`config.mk`:
```
export PLATFORM = sky130hd
export DESIGN_NAME = exp_sum_normalizer_flat
export DESIGN_NICKNAME = d
export VERILOG_FILES = /design/src/rtl/exp_sum_normalizer_pkg.sv /design/src/rtl/exp_sum_normalizer_if.sv /design/src/rtl/exp_sum_normalizer_lead_one_enc.sv /design/src/rtl/exp_sum_normalizer.sv /design/src/flat_wrapper.sv
export SDC_FILE = /design/constraint.sdc
export NUM_CORES = 1
export LEC_CHECK = 0
export CAP_MARGIN = 20
export CORE_MARGIN = 2
export CORE_UTILIZATION = 42
export CTS_BUF_LIST = sky130_fd_sc_hd__clkbuf_16
export DETAILED_ROUTE_END_ITERATION = 10
export PLACE_DENSITY = 0.65
export RECOVER_POWER = 25
export SYNTH_ARGS = -nofsm -noshare
export SYNTH_HDL_FRONTEND = slang
export SYNTH_SLANG_ARGS = --single-unit
export TNS_END_PERCENT = 20
```
`constraint.sdc`:
```
create_clock -name clk -period 7.85 [get_ports clk]
set_clock_uncertainty 0.1 [all_clocks]
set_input_delay 2.355 -clock clk [delete_from_list [all_inputs] [get_ports clk]]
set_output_delay 2.355 -clock clk [all_outputs]
set_load 0.05 [all_outputs]
```
`src/rtl/exp_sum_normalizer_pkg.sv`:
```
// Shared Q-format constants and FSM state type for the softmax exp-sum normaliser.
package softmax_pkg;
    localparam int EXP_FRAC_BITS = 7;
    localparam int M_W           = 7;
    localparam logic [M_W-1:0] M_HALF = 7'h40;
    localparam int NORM_EXP_W    = 6;

    typedef enum logic [1:0] {ACCUM, NORM, OUT} state_t;
endpackage

```
`src/rtl/exp_sum_normalizer_if.sv`:
```
// Input element stream and normalised result handshake of exp_sum_normalizer.
interface exp_sum_normalizer_if #(
    parameter int EXP_W   = 8,
    parameter int VEC_LEN = 16
);
    import softmax_pkg::*;
    localparam int CNT_W = $clog2(VEC_LEN) + 1;

    logic                  in_valid;
    logic                  in_ready;
    logic [EXP_W-1:0]      in_data;
    logic                  in_last;
    logic                  out_valid;
    logic                  out_ready;
    logic [M_W-1:0]        m_value;
    logic [NORM_EXP_W-1:0] norm_exp;
    logic                  sum_zero;
    logic                  len_err;
    logic [CNT_W-1:0]      elem_count;

    modport master (
        output in_valid, in_data, in_last, out_ready,
        input  in_ready, out_valid, m_value, norm_exp, sum_zero, len_err, elem_count
    );
    modport slave (
        input  in_valid, in_data, in_last, out_ready,
        output in_ready, out_valid, m_value, norm_exp, sum_zero, len_err, elem_count
    );
endinterface

```
`src/rtl/exp_sum_normalizer_lead_one_enc.sv`:
```
// Priority encoder: position of the most significant set bit plus an all-zero flag.
module lead_one_enc #(
    parameter int W  = 12,
    parameter int LW = $clog2(W)
) (
    input  logic [W-1:0]  val,
    output logic [LW-1:0] pos,
    output logic          zero
);
    always_comb begin
        pos = '0;
        for (int i = 0; i < W; i++)
            if (val[i]) pos = LW'(i);
        zero = ~|val;
    end
endmodule

```
`src/rtl/exp_sum_normalizer.sv`:
```
// Accumulates a vector of Q1.7 exp values and emits sum = (m/128) * 2^norm_exp, m in [0.5,1).
// Optional EXPSUM_ROUND_EN: round-to-nearest on the mantissa instead of truncation.
module exp_sum_normalizer
    import softmax_pkg::*;
#(
    parameter int EXP_W   = 8,
    parameter int VEC_LEN = 16
) (
    input  logic clk,
    input  logic rst,
    exp_sum_normalizer_if.slave bus
);
    localparam int SUM_W = EXP_W + $clog2(VEC_LEN);
    localparam int LW    = $clog2(SUM_W);
    localparam int CNT_W = $clog2(VEC_LEN) + 1;

    state_t                state, state_nxt;
    logic [SUM_W-1:0]      acc;
    logic [CNT_W-1:0]      cnt;
    logic [LW-1:0]         pos;
    logic                  acc_zero;
    logic                  accept;
    logic [LW-1:0]         shamt;
    logic [M_W-1:0]        m_nxt;
    logic [NORM_EXP_W-1:0] ne_raw, ne_nxt;

    lead_one_enc #(.W(SUM_W)) u_lead (.val(acc), .pos(pos), .zero(acc_zero));

    assign accept = bus.in_valid & bus.in_ready;

    always_ff @(posedge clk or posedge rst)
        if (rst) state <= ACCUM;
        else     state <= state_nxt;

    always_comb begin
        state_nxt = state;
        case (state)
            ACCUM: if (accept && (bus.in_last || cnt == CNT_W'(VEC_LEN - 1))) state_nxt = NORM;
            NORM:  state_nxt = OUT;
            OUT:   if (bus.out_ready) state_nxt = ACCUM;
            default: state_nxt = ACCUM;
        endcase
    end

    always_comb begin
        bus.in_ready  = (state == ACCUM) && !rst;
        bus.out_valid = (state == OUT);
    end

    // Left-justify the leading one at SUM_W-1; the mantissa is then the top M_W bits,
    // which covers both truncation (p >= 6) and zero-fill (p < 6).
    assign shamt  = LW'(SUM_W - 1) - pos;
    assign ne_raw = NORM_EXP_W'(pos) - NORM_EXP_W'(EXP_FRAC_BITS - 1);

`ifdef EXPSUM_ROUND_EN
    logic [M_W:0] top8, m_rnd;
    always_comb begin
        top8  = (M_W+1)'((acc << shamt) >> (SUM_W - M_W - 1));
        m_rnd = {1'b0, top8[M_W:1]} + (M_W+1)'(top8[0]);
        // Carry out of the mantissa renormalises to 0.5 one octave up.
        if (m_rnd[M_W]) begin
            m_nxt  = M_HALF;
            ne_nxt = ne_raw + NORM_EXP_W'(1);
        end else begin
            m_nxt  = m_rnd[M_W-1:0];
            ne_nxt = ne_raw;
        end
    end
`else
    always_comb begin
        m_nxt  = M_W'((acc << shamt) >> (SUM_W - M_W));
        ne_nxt = ne_raw;
    end
`endif

    always_ff @(posedge clk or posedge rst) begin
        if (rst) begin
            acc            <= '0;
            cnt            <= '0;
            bus.len_err    <= 1'b0;
            bus.m_value    <= M_HALF;
            bus.norm_exp   <= '0;
            bus.sum_zero   <= 1'b0;
            bus.elem_count <= '0;
        end else begin
            case (state)
                ACCUM: if (accept) begin
                    acc <= acc + SUM_W'(bus.in_data);
                    cnt <= cnt + CNT_W'(1);
                    if (cnt == CNT_W'(VEC_LEN - 1) && !bus.in_last) bus.len_err <= 1'b1;
                end
                NORM: begin
                    bus.m_value    <= acc_zero ? M_HALF : m_nxt;
                    bus.norm_exp   <= acc_zero ? '0 : ne_nxt;
                    bus.sum_zero   <= acc_zero;
                    bus.elem_count <= cnt;
                end
                OUT: if (bus.out_ready) begin
                    acc         <= '0;
                    cnt         <= '0;
                    bus.len_err <= 1'b0;
                end
                default: ;
            endcase
        end
    end
endmodule
```
`src/flat_wrapper.sv`:
```
// flat-port wrapper written by rule: the top's interface ports become plain ports
module exp_sum_normalizer_flat import softmax_pkg::*;
#(
    parameter int EXP_W   = 8,
    parameter int VEC_LEN = 16
)
  (clk, rst, bus_in_valid, bus_in_data, bus_in_last, bus_out_ready, bus_in_ready, bus_out_valid, bus_m_value, bus_norm_exp, bus_sum_zero, bus_len_err, bus_elem_count);
  exp_sum_normalizer_if #(.EXP_W(EXP_W), .VEC_LEN(VEC_LEN)) bus_i ();
  input  logic clk;
  input  logic rst;
  input wire logic [$bits(bus_i.in_valid)-1:0] bus_in_valid;
  input wire logic [$bits(bus_i.in_data)-1:0] bus_in_data;
  input wire logic [$bits(bus_i.in_last)-1:0] bus_in_last;
  input wire logic [$bits(bus_i.out_ready)-1:0] bus_out_ready;
  output wire logic [$bits(bus_i.in_ready)-1:0] bus_in_ready;
  output wire logic [$bits(bus_i.out_valid)-1:0] bus_out_valid;
  output wire logic [$bits(bus_i.m_value)-1:0] bus_m_value;
  output wire logic [$bits(bus_i.norm_exp)-1:0] bus_norm_exp;
  output wire logic [$bits(bus_i.sum_zero)-1:0] bus_sum_zero;
  output wire logic [$bits(bus_i.len_err)-1:0] bus_len_err;
  output wire logic [$bits(bus_i.elem_count)-1:0] bus_elem_count;
  assign bus_i.in_valid = bus_in_valid;
  assign bus_i.in_data = bus_in_data;
  assign bus_i.in_last = bus_in_last;
  assign bus_i.out_ready = bus_out_ready;
  assign bus_in_ready = bus_i.in_ready;
  assign bus_out_valid = bus_i.out_valid;
  assign bus_m_value = bus_i.m_value;
  assign bus_norm_exp = bus_i.norm_exp;
  assign bus_sum_zero = bus_i.sum_zero;
  assign bus_len_err = bus_i.len_err;
  assign bus_elem_count = bus_i.elem_count;
  exp_sum_normalizer #(.EXP_W(EXP_W), .VEC_LEN(VEC_LEN)) u_core (.clk(clk), .rst(rst), .bus(bus_i));
endmodule
```
==> run metrics <==
setup violators final=0; placed cell areas=0.00294 mm2; share of cells above drive strength 1=0.0737; top_reg_cell synth=dfrtp_1; Synth top area share=0.356; global-route usage over all layers=0.190; crit path time final=6.44 ns; post-CTS sizing=0; largest cells by area after synthesis=dfrtp_1 36%, ha_1 5.8%, o21ai_0 4.2%, nand2_1 4.2%, nor2_1 3.2%; cell area after layout=0.00308 mm2; gate count of the mapped netlist=287; Post-synth EDFFs=0; sequential fraction of the synthesis area=0.366; Tot Pwr=1.38 mW; Final Hold Viols=0; CP peak stage delay=0.84 ns; ANT nets after route=0; Post-CTS Hold Buffers=0; Worst Hold Launch=u_core.bus.elem_count[2]; DR iter-0 viols=114; DR vias=2237; die height=82.7 um; Clk pwr share=0.162; Net Sw Frac=0.473; Initial Util=0.437; total negative slack=0 ns; Worst Max-Slew Pin Slew=2.06 ns; worst vdd ir=0.206 mV; DRC viols=0; worst reg2reg endpoint=u_core.bus.m_value[2]; DR pass1 iterations=4; combinational group share of total power=0.578; crit path capture type=output port; Syn. warnings=0; Max-Cap Viols=1; core area=0.00596 mm2; Post-synth ARST share=1.00; Slew Limit Fails=39; PwrDens=449 mW/mm2; routability-driven placement congestion ratio=0.890; Yosys reg bits=38; arrival time worst endpoint=3.98 ns; CP required=5.39 ns; CP max-delay cell=clkdlybuf4s50_1; Port Buf Inserts=34; Psw=0.654 mW; GRT overflow=0; Final #Nets=337; Setup CP Type=in2out; DP Wirelength=4240 um; Vias/cell=5.78; post-synth net total=313; Hold WC Path Type=reg2reg; Leakage=1.37 nW; clk sinks=38; post-synth top area cell=dfrtp_1; status=finished with violations; Achievable Freq=0.155 GHz; top post-synthesis cells by count=37 x dfrtp_1, 29 x nand2_1, 22 x nor2_1, 22 x o21ai_0, 14 x a21oi_1; Flop pwr share=0.260; Netlist cell types=67; I/O pin count=35; die width=82.7 um; Worst Reg-to-Reg Cells=7; unrepaired setup endpoints after global routing=false; Int Pwr=0.730 mW; slew margin rel.=-0.373; Routed Wire Length=5880 um; vias in the first global route=2029; Synth-to-Final Area Change=18.5%; startpoint types=input port; synthesized area per cell=9.07 um2; root buf cell=clkbuf_16; worst-path cell chain=dlygate4sd3_1 > nor3_1 > clkdlybuf4s50_1; Post-CTS Setup Bufs=0; count leader, synth=dfrtp_1; initial antenna violation count=0; hold endpoint=u_core.bus.elem_count[2]; period utilisation layout=0.820; CTS buffer count=5; Hold Crit Depth=2; flop2flop setup slack=4.17 ns; clock buffer depth=2; worst r2r src=u_core.acc[9]; pin count of the biggest net entering global routing=39; full die area=0.00684 mm2; CTS clock-pin slew for the worst setup and hold paths=0.06 ns; Crit Path Max Fanout=3; # H-tree levels=2; first-pass GRT wire length=9960 um; failing checks=capacitance limit, slew limit; antenna cells=0; mapped cell area=0.00260 mm2; Cell Rows=28; CTS tree=built; clk_lat worst skew=0.28 ns; DR WL/cell=15.2 um
-- worst max-delay path by stage --
stage	cells after the start	end	startpoint	slack, ns
2_1_floorplan	1	bus_in_ready	rst	1.95
3_3_place_gp	3	bus_in_ready	rst	1.56
3_5_place_dp	3	bus_in_ready	rst	1.54
4_1_cts	3	bus_in_ready	rst	1.53
5_1_grt	3	bus_in_ready	rst	1.36
6_report	3	bus_in_ready	rst	1.41
-- registers in the layout, indices dropped and copies added (netlist names) --
signal,flops
u_core.bus.elem_count,5
u_core.bus.m_value,7
u_core.cnt,5
u_core.bus.len_err,1
u_core.acc,12
u_core.bus.sum_zero,1
u_core.state,2
u_core.bus.norm_exp,5
-- kinds of logic after synthesis --
| logic type | share of synthesized area |
|---|---|
| AO/OA/AOI/OAI | 0.238 |
| XOR/XNOR | 0.0303 |
| adder cells (fa/ha/maj) | 0.0654 |
| buffers and inverters | 0.0620 |
| flip-flops | 0.366 |
| multiplexers | 0.0380 |
| AND/OR/NAND/NOR | 0.200 |
-- power groups by stage --
stage / combinational, mW / clock [mW] / sequential [mW]
2_1_floorplan: 0.535 / 0 / 0.448
3_3_place_gp: 0.796 / 0 / 0.363
3_5_place_dp: 0.802 / 0 / 0.365
4_1_cts: 0.809 / 0.227 / 0.362
5_1_grt: 0.879 / 0.238 / 0.375
6_report: 0.801 / 0.224 / 0.360
-- layer usage --
layer,routed length [um],GRT usage
met5,0,0
met4,57,0.0639
met3,228,0.0348
met2,2690,0.294
met1,2910,0.266
-- stage by stage --
step / instances / hold WS (ns) / worst slack, ns / utilization
after global routing: 387 / 0.405 / 1.36 / 0.518
after floorplan: 287 / 0.369 / 1.95 / -
after global placement: 379 / 0.362 / 1.56 / 0.493
final: 387 / 0.376 / 1.41 / 0.518
after CTS: 387 / 0.384 / 1.53 / 0.521
after detailed placement: 379 / 0.370 / 1.54 / 0.493
-- cell usage in the layout, fill, tap and decap left out, types with 5 or more instances in the layout --
master,netlist,routed
dfrtp_1,37,37
clkdlybuf4s50_1,0,32
nand2_1,29,29
nor2_1,22,22
o21ai_0,22,22
a21oi_1,14,14
inv_1,11,13
nand3_1,12,12
ha_1,12,12
mux2i_1,6,6
nor4_1,4,5
xor2_1,5,5
nor2b_1,5,5
clkbuf_16,0,5
-- worst max-delay path: cells and delay by family --
family                 cells  cell delay (ns)
buffers and inverters      2             1.42
AND/OR/NAND/NOR            1             0.20
-- layout make-up --
| class | count | area, um2 |
|---|---|---|
| clock buffer | 5 | 125 |
| clock inverter | 3 | 37.5 |
| fill | 579 | 2870 |
| inverter | 13 | 48.8 |
| multi-input combinational | 217 | 1470 |
| sequential | 38 | 952 |
| tap | 75 | 93.8 |
| timing repair buffer | 36 | 352 |
(Power assumes the default switching activity.)
